**config.mk**
```make
export PLATFORM = sky130hd
export DESIGN_NAME = pipe_hazard_ctrl
export DESIGN_NICKNAME = d
export VERILOG_FILES = /design/src/rtl/cpu_pkg.sv /design/src/rtl/pipe_hazard_ctrl_sat_counter.sv /design/src/rtl/pipe_hazard_ctrl.sv
export SDC_FILE = /design/constraint.sdc
export NUM_CORES = 1
export LEC_CHECK = 0
export ABC_AREA = 0
export CORE_ASPECT_RATIO = 0.7
export CORE_MARGIN = 1.5
export CORE_UTILIZATION = 35
export CTS_BUF_LIST = sky130_fd_sc_hd__clkbuf_4
export CTS_CLUSTER_SIZE = 25
export DETAILED_ROUTE_END_ITERATION = 10
export SLEW_MARGIN = 20
export SYNTH_ARGS = -nofsm -noshare
export SYNTH_HDL_FRONTEND = slang
export SYNTH_SLANG_ARGS = --single-unit
```
**constraint.sdc**
```tcl
create_clock -name clk -period 4 [get_ports clk]
set_input_delay 0.8 -clock clk [delete_from_list [all_inputs] [get_ports clk]]
set_output_delay 0.8 -clock clk [all_outputs]
set_load 0.005 [all_outputs]
```
**src/rtl/cpu_pkg.sv**
```systemverilog
// Shared pipeline control definitions: PC-select codes, trap vectors,
// hazard-sequencer state encodings and small decode helpers.
package cpu_pkg;

  localparam logic [2:0] PCSEL_SEQ    = 3'd0;
  localparam logic [2:0] PCSEL_BRANCH = 3'd1;
  localparam logic [2:0] PCSEL_JUMP   = 3'd2;
  localparam logic [2:0] PCSEL_JR     = 3'd3;
  localparam logic [2:0] PCSEL_IRQ    = 3'd4;
  localparam logic [2:0] PCSEL_EXC    = 3'd5;

  localparam logic [31:0] IRQ_VEC_DEF = 32'h8000_0004;
  localparam logic [31:0] EXC_VEC_DEF = 32'h8000_0008;
  localparam int          CNT_W_DEF   = 16;

  typedef enum logic [1:0] {
    ST_USER   = 2'd0,
    ST_PEND   = 2'd1,
    ST_KERNEL = 2'd2
  } hz_state_e;

  // A load in EX feeding either source of the ID instruction; $0 never hazards.
  function automatic logic load_use_f(
    input logic       memread,
    input logic       valid,
    input logic [4:0] idex_rt,
    input logic [4:0] rs,
    input logic [4:0] rt
  );
    return memread & valid & (idex_rt != 5'd0) &
           ((idex_rt == rs) | (idex_rt == rt));
  endfunction

  // Return address for an instruction that must not be re-executed.
  function automatic logic [31:0] next_pc_f(input logic [31:0] pc);
    return pc + 32'd4;
  endfunction

endpackage

```
**src/rtl/pipe_hazard_ctrl_sat_counter.sv**
```systemverilog
// Saturating up-counter: counts inc pulses and sticks at all-ones.
module sat_counter
  import cpu_pkg::*;
#(
  parameter int CNT_W = CNT_W_DEF
) (
  input  logic             clk,
  input  logic             reset,
  input  logic             inc,
  output logic [CNT_W-1:0] value
);

  logic [CNT_W-1:0] value_q;
  logic [CNT_W-1:0] value_d;

  // Next count: step by one unless already pinned at the top value
  always_comb begin
    value_d = value_q;
    if (inc && (value_q != {CNT_W{1'b1}})) begin
      value_d = value_q + {{(CNT_W-1){1'b0}}, 1'b1};
    end else begin
      value_d = value_q;
    end
  end

  // Count register, cleared asynchronously
  always_ff @(posedge clk or posedge reset) begin
    if (reset) begin
      value_q <= '0;
    end else begin
      value_q <= value_d;
    end
  end

  assign value = value_q;

endmodule

```
**src/rtl/pipe_hazard_ctrl.sv**
```systemverilog
// Hazard, redirect and interrupt sequencer for the 5-stage pipeline.
// Picks exactly one action per cycle by fixed priority and drives the
// PC-select / stall / flush / bubble controls combinationally; the
// user/pending/kernel state and EPC are registered.
module pipe_hazard_ctrl
  import cpu_pkg::*;
#(
  parameter logic [31:0] IRQ_VEC = IRQ_VEC_DEF,
  parameter logic [31:0] EXC_VEC = EXC_VEC_DEF,
  parameter int          CNT_W   = CNT_W_DEF
) (
  input  logic             clk,
  input  logic             reset,
  input  logic             ifid_valid,
  input  logic [31:0]      ifid_pc,
  input  logic [4:0]       ifid_rs,
  input  logic [4:0]       ifid_rt,
  input  logic             idex_memread,
  input  logic [4:0]       idex_rt,
  input  logic             ex_branch_tkn,
  input  logic             id_jump,
  input  logic             id_jr,
  input  logic             id_undef,
  input  logic             irq,
  output logic [2:0]       pc_sel,
  output logic             pc_hold,
  output logic             ifid_hold,
  output logic             ifid_flush,
  output logic             idex_bubble,
  output logic             epc_we,
  output logic [31:0]      epc,
  output logic             irq_ack,
  output logic [CNT_W-1:0] stall_cnt,
  output logic [CNT_W-1:0] flush_cnt
);

  // The PC mux fetches the vectors directly; they must be word aligned.
  if ((IRQ_VEC[1:0] != 2'b00) || (EXC_VEC[1:0] != 2'b00)) begin : g_bad_vec
    $error("pipe_hazard_ctrl: trap vectors must be word aligned");
  end

  hz_state_e   state_q;
  logic [31:0] epc_q;

  logic        load_use_s;
  logic        irq_take_s;
  logic        take_exc_s;
  logic        take_irq_s;
  logic        stall_inc_s;
  logic        flush_inc_s;
  logic [2:0]  pc_sel_s;
  logic        pc_hold_s;
  logic        ifid_hold_s;
  logic        ifid_flush_s;
  logic        idex_bubble_s;

  assign load_use_s = load_use_f(idex_memread, ifid_valid, idex_rt, ifid_rs, ifid_rt);
  // Only a real user-mode instruction may be squashed for IRQ entry, and never
  // one that is itself waiting on a load.
  assign irq_take_s = (state_q == ST_PEND) & ifid_valid & ~ifid_pc[31] & ~load_use_s;

  // Priority decode: exactly one pipeline action per cycle
  always_comb begin
    pc_sel_s      = PCSEL_SEQ;
    pc_hold_s     = 1'b0;
    ifid_hold_s   = 1'b0;
    ifid_flush_s  = 1'b0;
    idex_bubble_s = 1'b0;
    take_exc_s    = 1'b0;
    take_irq_s    = 1'b0;
    stall_inc_s   = 1'b0;
    flush_inc_s   = 1'b0;
    if (ex_branch_tkn) begin
      // ID holds a wrong-path instruction: nothing it raises is honoured.
      pc_sel_s      = PCSEL_BRANCH;
      ifid_flush_s  = 1'b1;
      idex_bubble_s = 1'b1;
      flush_inc_s   = 1'b1;
    end else if (id_undef && ifid_valid) begin
      pc_sel_s      = PCSEL_EXC;
      ifid_flush_s  = 1'b1;
      idex_bubble_s = 1'b1;
      take_exc_s    = 1'b1;
      flush_inc_s   = 1'b1;
    end else if (irq_take_s) begin
      pc_sel_s      = PCSEL_IRQ;
      ifid_flush_s  = 1'b1;
      idex_bubble_s = 1'b1;
      take_irq_s    = 1'b1;
      flush_inc_s   = 1'b1;
    end else if (load_use_s) begin
      // A jump waiting on its operand stays parked in ID here too.
      pc_hold_s     = 1'b1;
      ifid_hold_s   = 1'b1;
      idex_bubble_s = 1'b1;
      stall_inc_s   = 1'b1;
    end else if ((id_jump || id_jr) && ifid_valid) begin
      pc_sel_s      = id_jump ? PCSEL_JUMP : PCSEL_JR;
      ifid_flush_s  = 1'b1;
      flush_inc_s   = 1'b1;
    end else begin
      pc_sel_s      = PCSEL_SEQ;
    end
  end

  // Privilege/interrupt state and exception PC capture
  always_ff @(posedge clk or posedge reset) begin
    if (reset) begin
      state_q <= ST_USER;
      epc_q   <= 32'h0000_0000;
    end else if (take_exc_s) begin
      // Nested undefined in kernel still vectors and overwrites EPC.
      state_q <= ST_KERNEL;
      epc_q   <= next_pc_f(ifid_pc);
    end else if (take_irq_s) begin
      // The squashed instruction re-executes after return.
      state_q <= ST_KERNEL;
      epc_q   <= ifid_pc;
    end else begin
      epc_q <= epc_q;
      case (state_q)
        ST_USER: begin
          if (irq && !ifid_pc[31]) begin
            state_q <= ST_PEND;
          end else begin
            state_q <= ST_USER;
          end
        end
        ST_PEND: begin
          if (!irq) begin
            state_q <= ST_USER;
          end else begin
            state_q <= ST_PEND;
          end
        end
        ST_KERNEL: begin
          // First valid user-space instruction marks the return from the handler.
          if (ifid_valid && !ifid_pc[31]) begin
            state_q <= ST_USER;
          end else begin
            state_q <= ST_KERNEL;
          end
        end
        default: begin
          state_q <= ST_USER;
        end
      endcase
    end
  end

  sat_counter #(.CNT_W(CNT_W)) u_stall_cnt (
    .clk   (clk),
    .reset (reset),
    .inc   (stall_inc_s),
    .value (stall_cnt)
  );

  sat_counter #(.CNT_W(CNT_W)) u_flush_cnt (
    .clk   (clk),
    .reset (reset),
    .inc   (flush_inc_s),
    .value (flush_cnt)
  );

  assign pc_sel      = pc_sel_s;
  assign pc_hold     = pc_hold_s;
  assign ifid_hold   = ifid_hold_s;
  assign ifid_flush  = ifid_flush_s;
  assign idex_bubble = idex_bubble_s;
  assign epc_we      = take_exc_s | take_irq_s;
  assign irq_ack     = take_irq_s;
  assign epc         = epc_q;

endmodule

```
==> results by group <==
Global routing
  – Overall global routing resource usage: 0.165
  – Largest net degree at the start of global routing: 35
  – Wire length of the first global-routing pass: 15,100 µm
  – Number of antenna violations at the first check in global routing: 0
  – Final global-route overflow total: 0
  – Via count of the first global-routing pass: 2,914

Floorplanning
  – Area of the placeable core: 10,500 µm²
  – Site Rows: 31
  – Ports placed on the boundary: 129
  – Die extent in x: 128 µm
  – Die Height: 90.4 µm
  – Area of the die: 11,600 µm²
  – Effective utilization at floorplan: 0.365

Clocking
  – Number of buffers inserted for hold repair after clock tree synthesis: 0
  – Sinks on Clock Net: 66
  – CTS Root Buffer Type: sky130_fd_sc_hd__clkbuf_4
  – Register clock-pin slew on the reported worst setup and hold paths: 0.10 ns
  – H-tree depth: 3
  – Clock tree from TritonCTS: built
  – Insertion delay to the later sink of the worst-skew pair: 0.42 ns
  – Count of buffers added by post-CTS timing repair for setup: 0
  – Bufs on Longest Clock Path: 2
  – Number of clock buffers inserted by TritonCTS: 9
  – Post-CTS Resized: 0

Critical path
  – Kind of capture point of the worst setup path: output port
  – Slowest CP cell: sky130_fd_sc_hd__clkdlybuf4s50_1
  – Arrival time of the worst setup path: 2.99 ns
  – Worst reg2reg startpoint: state_q[1]
  – Maximum cell stage delay along the critical path: 0.53 ns
  – CP Launch Point: idex_rt[0]
  – Maximum net fanout on the critical path: 4
  – Startpoint Class: input pin
  – Reg-to-Reg End: epc[3]
  – Crit path top cell by count: sky130_fd_sc_hd__clkdlybuf4s50_1
  – Cell breakdown of the critical path: clkdlybuf4s50_1 > or3_1 > o311a_1 > and2_1 > nor3_1 > clkdlybuf4s50_1
  – Register-to-Register Setup Slack: 1.75 ns
  – Gate family responsible for the most delay along the worst path: buffers and inverters
  – Worst r2r path cells: 5
  – WP buf/inv: 2
  – Required time at the worst-slack endpoint: 3.20 ns
  – Worst setup path category: input pin to output port

Logic synthesis
  – Synthesized netlist cell count: 342
  – Total of warnings raised by yosys: 0
  – Post-synth top flop: sky130_fd_sc_hd__dfrtp_1
  – Sequential element share of the synthesized area: 0.432
  – Yosys reg bits: 66
  – Synth Net Count: 401
  – Number of library cell types mapped by synthesis: 47
  – Share of flip-flops with an asynchronous set or reset after synthesis: 1.00
  – Synthesized cell area: 3820 µm²
  – Number of enable flip-flop cells after synthesis: 0
  – Average cell area after synthesis: 11.2 µm²

Final layout
  – Share of final-layout standard cells stronger than drive strength 1: 0.154
  – Number of inserted filler cells in the final layout: 982
  – Ant. Diodes: 0
  – Area occupied by registers: 1650 µm²
  – Net total in the final layout: 533
  – Final non-filler cell area: 5340 µm²
  – Relative area change from synthesis to final layout: 39.8%
  – Area used by multi-input combinational logic: 2050 µm²

STA
  – Slew at the pin with the worst max-slew slack: 0.630 ns
  – Final hold violations: 0
  – Setup TNS: 0 ns
  – Final count of pins violating max slew: 0
  – Setup violation total in the final timing report: 0
  – Unrepaired setup endpoints after global routing: no
  – Maximum clock frequency: 0.264 GHz
  – Final worst path period share: 0.947
  – Final setup skew: 0.0176 ns
  – Relative max-transition margin: 0.580
  – Minimum clock period after layout: 3.79 ns

Placement
  – Post-place instance area: 5210 µm²
  – Buffers on Ports: 128
  – Weighted congestion at the end of routability-driven global placement: 0.809
  – HPWL after detailed placement: 6980 µm

Route
  – Via count: 3,009
  – Routed wire length per instance: 15.0 µm
  – Total length of routed wires: 9140 µm
  – Total iterations of the first detailed-routing run: 4
  – DRC: 0
  – Number of nets with antenna violations after routing: 0
  – Post-detailed-route via-to-cell ratio: 4.92
  – Iteration-0 DRC Markers: 70

Status
  – Outcome: finished clean

Power and ir drop
  – Maximum ir drop on the vdd rail: 0.000158 V
  – Leakage power: 2.25 nW
  – Power density over the cells: 363 nW/µm²

Hold path
  – Endpoint, Worst Hold: state_q[0]
  – Cell depth of the worst hold path: 1
  – Hold Path Class: register to register
  – Origin of the worst min-delay path: state_q[1]

Run
  – Total of max-cap violations: 0
-- area by class of cell --
cell class / instances / area share
clock buffer: 10 / 0.0141
clock inverter: 6 / 0.0108
inverter: 8 / 0.00562
multi-input combinational: 257 / 0.384
sequential: 66 / 0.309
tap: 132 / 0.0309
timing repair buffer: 132 / 0.245
-- per-stage QoR --
step	hold slack (ns)	power [mW]	instances	setup WS (ns)	utilization
floorplan	0.434	1.15	342	1.09	-
global placement	0.454	1.51	595	0.254	0.497
detailed placement	0.466	1.52	595	0.211	0.497
CTS	0.476	1.97	611	0.194	0.510
global route	0.500	2.06	611	0.104	0.510
finish	0.476	1.94	611	0.212	0.510
-- cell usage in the layout, fill, tap and decap left out, types with 4 or more instances in the layout --
| cell | n |
|---|---|
| sky130_fd_sc_hd__mux2_4 | 26 |
| sky130_fd_sc_hd__nand2_1 | 24 |
| sky130_fd_sc_hd__nand4_1 | 18 |
| sky130_fd_sc_hd__and3_1 | 7 |
| sky130_fd_sc_hd__and4_1 | 4 |
| sky130_fd_sc_hd__xnor2_1 | 42 |
| sky130_fd_sc_hd__nand3_1 | 25 |
| sky130_fd_sc_hd__dfrtp_1 | 66 |
| sky130_fd_sc_hd__nor3_1 | 9 |
| sky130_fd_sc_hd__nor2_1 | 15 |
| sky130_fd_sc_hd__and2_1 | 4 |
| sky130_fd_sc_hd__clkinv_2 | 4 |
| sky130_fd_sc_hd__xor2_1 | 25 |
| sky130_fd_sc_hd__mux2_2 | 10 |
| sky130_fd_sc_hd__buf_4 | 4 |
| sky130_fd_sc_hd__clkdlybuf4s50_1 | 128 |
| sky130_fd_sc_hd__inv_1 | 7 |
| sky130_fd_sc_hd__clkbuf_4 | 10 |
-- power by group --
group          leakage (nW)  switching (mW)  internal [mW]
Sequential            0.833          0.0997          0.786
Clock                0.0759           0.249          0.193
Combinational          1.34           0.196          0.415
-- per-layer routing --
metal  vias up  global-route usage  part of all wire
met5         -                   0                 0
met4         0              0.0562             0.014
met3        10              0.0427             0.056
met2        90               0.237              0.44
met1      1442               0.240              0.49
li1       1467                   -                 -
-- synth_stat cells, drive strengths merged (2+ instances only) --
cell type  instances  area share
dfrtp             66        0.43
nand4b             2      0.0046
nor3               9       0.012
nor4               3      0.0049
nand4             18       0.029
and4               5       0.012
clkbuf             2      0.0023
or3                4      0.0079
and2               6       0.011
a21oi              3      0.0039
nand2b             2      0.0033
ha                 3      0.0098
mux2              36        0.13
nand2             26       0.028
o21ai              3      0.0039
inv                8      0.0079
xnor2             42       0.096
nand3             25       0.033
and3               8       0.014
nor2              15       0.015
nor3b              6       0.016
buf                9       0.021
o22ai              2      0.0065
a21o               3      0.0059
xor2              25       0.057
-- flip-flops by register name, indices dropped and copies added (netlist names) --
name	flops
u_stall_cnt.value	16
state_q	2
u_flush_cnt.value	16
epc	32
-- worst max-delay path by stage --
stage / end / slack, ns / cells after the start
2_1_floorplan: pc_hold / 1.09 / 7
4_1_cts: irq_ack / 0.19 / 6
3_3_place_gp: irq_ack / 0.25 / 6
3_5_place_dp: irq_ack / 0.21 / 6
6_report: irq_ack / 0.21 / 6
5_1_grt: irq_ack / 0.10 / 6
-- cell families (layout without fill, tap and decap cells) --
| kind of cell | Yosys count | after routing | synth area share |
|---|---|---|---|
| AND/OR/NAND/NOR | 133 | 133 | 0.199 |
| XOR/XNOR | 67 | 67 | 0.154 |
| flip-flops | 66 | 66 | 0.432 |
| multiplexers | 37 | 37 | 0.134 |
| buffers and inverters | 19 | 156 | 0.0314 |
| AO/OA/AOI/OAI | 17 | 17 | 0.0403 |
| adder cells (fa/ha/maj) | 3 | 3 | 0.00982 |
Note: power is estimated with default switching activity, not from simulation.
==> RTL change 1: new RTL, config.mk and constraints unchanged <==
Register the output `stall_cnt`; this adds one clock of latency there. The other outputs are not delayed to match.
--- a/src/rtl/pipe_hazard_ctrl.sv
+++ b/src/rtl/pipe_hazard_ctrl.sv
@@ -34,4 +34,6 @@
   output logic [CNT_W-1:0] flush_cnt
 );
+
+  logic [CNT_W-1:0] stall_cnt_d;
 
   // The PC mux fetches the vectors directly; they must be word aligned.
@@ -153,5 +155,5 @@
     .reset (reset),
     .inc   (stall_inc_s),
-    .value (stall_cnt)
+    .value (stall_cnt_d)
   );
 
@@ -172,4 +174,8 @@
   assign epc         = epc_q;
 
+  always_ff @(posedge clk) begin
+    stall_cnt <= stall_cnt_d;
+  end
+
 endmodule
 
Behaviour: not the same (Yosys sat finds a counterexample within 4 cycles, from zero or initial values and one cycle with reset high).
==> RTL change 1 against the unedited design <==
  * Sequential power grew 23%
  * Sequential cell count up 16
  * Routed wire length grew 9.3%
  * Worst setup slack worse by 0.047 ns
  * Synthesized area increased by 3.3%
  * First-iteration DRC count rose to 2.6 times the old value
  * Total power rose by 14%
  * Design area up 3.6%
  * Core utilization fell by 0.77 points
  * Non-clock buffer count is 5 higher
  * Critical path type unchanged
  * Largest power group unchanged
==> RTL change 1: results (changes against the unedited design) <==
- Drt wl/cell: 14.7 um (-1.9%)
- Final Net Count: 582 (+9.2%)
- Avg Inst Size Synth: 10.1 um2 (-9.8%)
- Synth unique cells: 45 (-4.3%)
- Clock-pin slew on the worst setup and hold paths: 0.13 ns (+0.03 ns)
- Vias per cell: 4.81 (-2.4%)
- RD Place Congestion: 0.756 (-6.5%)
- Critical Path Max Stage Delay: 0.57 ns (+0.04 ns)
- Initial DRC Count: 183 (+160%)
- Largest net degree at the start of global routing: 65 (+86%)
- Slowest stage cell, crit path: or4_1
- Post-synth ARST share: 80.5% (-20 points)
- Clock Tree Buf Depth: 2 (unchanged)
- CP top delay family: simple AND/OR/NAND/NOR gates
- Total GRT Usage: 17.1% (+0.62 points)
- Share of post-route cells with drive strength above 1: 8.52% (-6.9 points)
- Layout fillers: 1,015 (+3.4%)
- P_seq: 1.09 mW (+23%)
- DP Cell Count: 665 (+12%)
- Clk_lat worst skew: 0.44 ns (+0.02 ns)
- Setup Skew: 0.0183 ns (+0.000685 ns)
- Slew HR: 57.7% (-0.29 points)
- Most instantiated cells after synthesis: dfrtp_1 (66), nor2_1 (50), xnor2_1 (40)
- Dpl hpwl: 7430 um (+6.5%)
- Vias in the first global route: 3,051 (+4.7%)
- TritonCTS Buffers: 9 (unchanged)
- Comb power: 0.677 mW (+11%)
- P_sw: 0.676 mW (+24%)
- CTS resizes: 0 (unchanged)
- Outcome: finished, final reports clean
- P_leak: 2.16 nW (-3.9%)
- Sequential share of the synthesized area: 49.9% (+6.7 points)
- Non-filler cells, final: 681 (+11%)
- Dpl cell area: 5410 um2 (+3.8%)
- First-pass GRT wire length: 15,800 um (+4.5%)
- Max reg flops: 32 (unchanged)
- Maximum VDD drop: 0.186 mV (+18%)
- Synth Net Count: 451 (+12%)
- Synth top area cells: dfrtp_1 (42%), xnor2_1 (8.9%), dfxtp_1 (8.1%)
- Number of antenna violations at the first check in global routing: 0 (unchanged)
- Post-CTS Setup Repair Bufs: 0 (unchanged)
- Crit path max fanout: 3 (-1)
- Yosys warnings: 0 (unchanged)
- Design Power: 2.21 mW (+14%)
## RTL change 1: metrics by stage
| step | hold slack [ns] | setup WS [ns] | util [%] |
|---|---|---|---|
| CTS | 0.438 | 0.166 | 50.2 |
| global placement | 0.403 | 0.199 | 49.1 |
| floorplan | 0.379 | 1.09 | - |
| finish | 0.436 | 0.166 | 50.2 |
| global route | 0.453 | 0.0631 | 50.2 |
| detailed placement | 0.404 | 0.177 | 49.1 |
## RTL change 1: metal layers
layer / share of wire (%) / vias to the layer above / track usage, %
met3: 5.4 / 12 / 4.08
met5: 0 / - / 0
met1: 52 / 1562 / 25.6
li1: - / 1609 / -
met2: 41 / 90 / 24.1
met4: 1.4 / 0 / 5.65
## RTL change 1: path summary, 6_finish.rpt
path | startpoint | to | slack, ns | cells past startpoint
max in group asynchronous | reset | epc[1] | 2.74 | 3
min | u_stall_cnt.value[15] | stall_cnt[15] | 0.44 | 0
min reg2reg | u_stall_cnt.value[15] | stall_cnt[15] | 0.44 | 0
max reg2reg | state_q[1] | epc[1] | 1.68 | 6
max | idex_rt[1] | pc_sel[1] | 0.17 | 7
min in group asynchronous | reset | u_flush_cnt.value[8] | 0.59 | 2
## RTL change 1: logic make-up after synthesis
family	synth area share, %
adder cells (fa/ha/maj)	0.950
multiplexers	2.28
flip-flops	49.9
XOR/XNOR	14.6
AND/OR/NAND/NOR	22.4
buffers and inverters	3.36
AO/OA/AOI/OAI	6.49
## RTL change 1: layout make-up
class / instances / area share (%)
tap: 153 / 3.46
timing repair buffer: 137 / 24.4
clock buffer: 11 / 1.49
multi-input combinational: 283 / 33.6
sequential: 82 / 35.6
clock inverter: 5 / 0.746
inverter: 10 / 0.678
==> RTL change 2: new RTL, config.mk and constraints unchanged <==
Without the edit above. The package constant `CNT_W_DEF` goes from 16 to 24.
--- a/src/rtl/cpu_pkg.sv
+++ b/src/rtl/cpu_pkg.sv
@@ -12,5 +12,5 @@
   localparam logic [31:0] IRQ_VEC_DEF = 32'h8000_0004;
   localparam logic [31:0] EXC_VEC_DEF = 32'h8000_0008;
-  localparam int          CNT_W_DEF   = 16;
+  localparam int          CNT_W_DEF   = 24;
 
   typedef enum logic [1:0] {
Interface: changed (resized flush_cnt and stall_cnt); port bits go from 129 to 145. No check against the original RTL was run, so the function may have changed too.
==> RTL change 2 against the unedited design <==
  * Total power increased by 14%
  * Register-to-register slack improved by 0.07 ns
  * Sequential power increased by 19%
  * Non-clock buffer count increased by 25
  * Core utilization decreased by 0.29 points
  * Synthesized area increased by 18%
  * Global-route usage increased by 1.6 points
  * Sequential cell count increased by 16
  * Routed wire length increased by 33%
  * Design area increased by 19%
  * Worst setup slack got worse by 0.075 ns
  * Critical endpoint is now pc_sel[0]
==> RTL change 2: results (changes against the unedited design) <==
- Layout fillers: 1,163 (+18%)
- Final Net Count: 683 (+28%)
- Adder-Cell Fraction of Synth Area: 0.832% (-0.15 points)
- Area delta synth->final: 40.6%
- Setup Skew: 0.0144 ns (-0.00318 ns)
- Crit path max fanout: 3 (-1)
- Outcome: finished, final reports clean
- Fraction of synthesized area in multiplexers: 1.69% (-12 points)
- Initial DRC Count: 263 (+280%)
- P_leak: 2.47 nW (+10%)
- Dpl hpwl: 8970 um (+29%)
- Total wire length: 12,200 um (+33%)
- Critical Path Max Stage Delay: 0.61 ns (+0.08 ns)
- Share of post-route cells with drive strength above 1: 8.27% (-7.2 points)
- Reg2reg end: u_flush_cnt.value[15]
- Synth top area cells: dfrtp_1 (45%), xnor2_1 (11%), xor2_1 (5.0%)
- First-pass GRT wire length: 19,900 um (+32%)
- P_sw: 0.634 mW (+16%)
- Largest net degree at the start of global routing: 83 (+140%)
- XOR/XNOR Fraction of Synth Area: 15.7% (+0.37 points)
- Maximum VDD drop: 0.304 mV (+92%)
- CP arrival: 3.06 ns (+0.07 ns)
- Clock-pin slew on the worst setup and hold paths: 0.12 ns (+0.02 ns)
- RD Place Congestion: 0.844 (+4.4%)
- Complex-gate fraction of the synthesized area: 7.02% (+3.0 points)
RTL change 2: changes by cell type after synthesis, sizes merged, moves of 6 or more:
cell,before,now
a21oi,3,31
mux2,36,5
nand3,25,31
inv,8,14
nor2,15,59
xnor2,42,55
nor3,9,17
nand2,26,36
dfrtp,66,82
nand4,18,25
and3,8,14
RTL change 2: power groups by stage:
stage	sequential (mW)	clock (mW)	combinational (mW)
2_1_floorplan	1.06	0	0.236
3_3_place_gp	1.06	0	0.602
3_5_place_dp	1.06	0	0.605
4_1_cts	1.05	0.582	0.610
5_1_grt	1.07	0.606	0.656
6_report	1.05	0.556	0.603
RTL change 2: area by class of cell:
type                    instances  share of cell area (%)
inverters                      14                   0.848
repair buffers                157                    24.3
well taps                     162                    3.19
clock inverters                 5                    1.24
multi-input cells             360                    36.8
flip-flops and latches         82                    32.3
clock buffers                  11                    1.30
RTL change 2: cell families (layout without fill, tap and decap cells):
kind of cell    count (synthesis)  count (layout)
compound gates                 49              49
flops                          82              82
buf+inv                        28             187
mux                             7               7
fa+ha+maj                       3               3
simple gates                  220             220
xor+xnor                       81              81
RTL change 2: worst max-delay path by stage:
| stage | end | slack, ns | depth (start not counted) |
|---|---|---|---|
| floorplan | epc[0] | 1.09 | 1 |
| global placement | pc_sel[0] | 0.17 | 6 |
| detailed placement | pc_sel[0] | 0.15 | 6 |
| CTS | pc_sel[0] | 0.13 | 6 |
| global route | idex_bubble | 0.10 | 8 |
| finish | pc_sel[0] | 0.14 | 6 |
RTL change 2: routing by layer:
layer  global-route usage [%]  routed length, um
met3                     4.61                477
met1                     26.4               6240
met4                     3.53                113
met2                     27.2               5360
met5                        0                  0
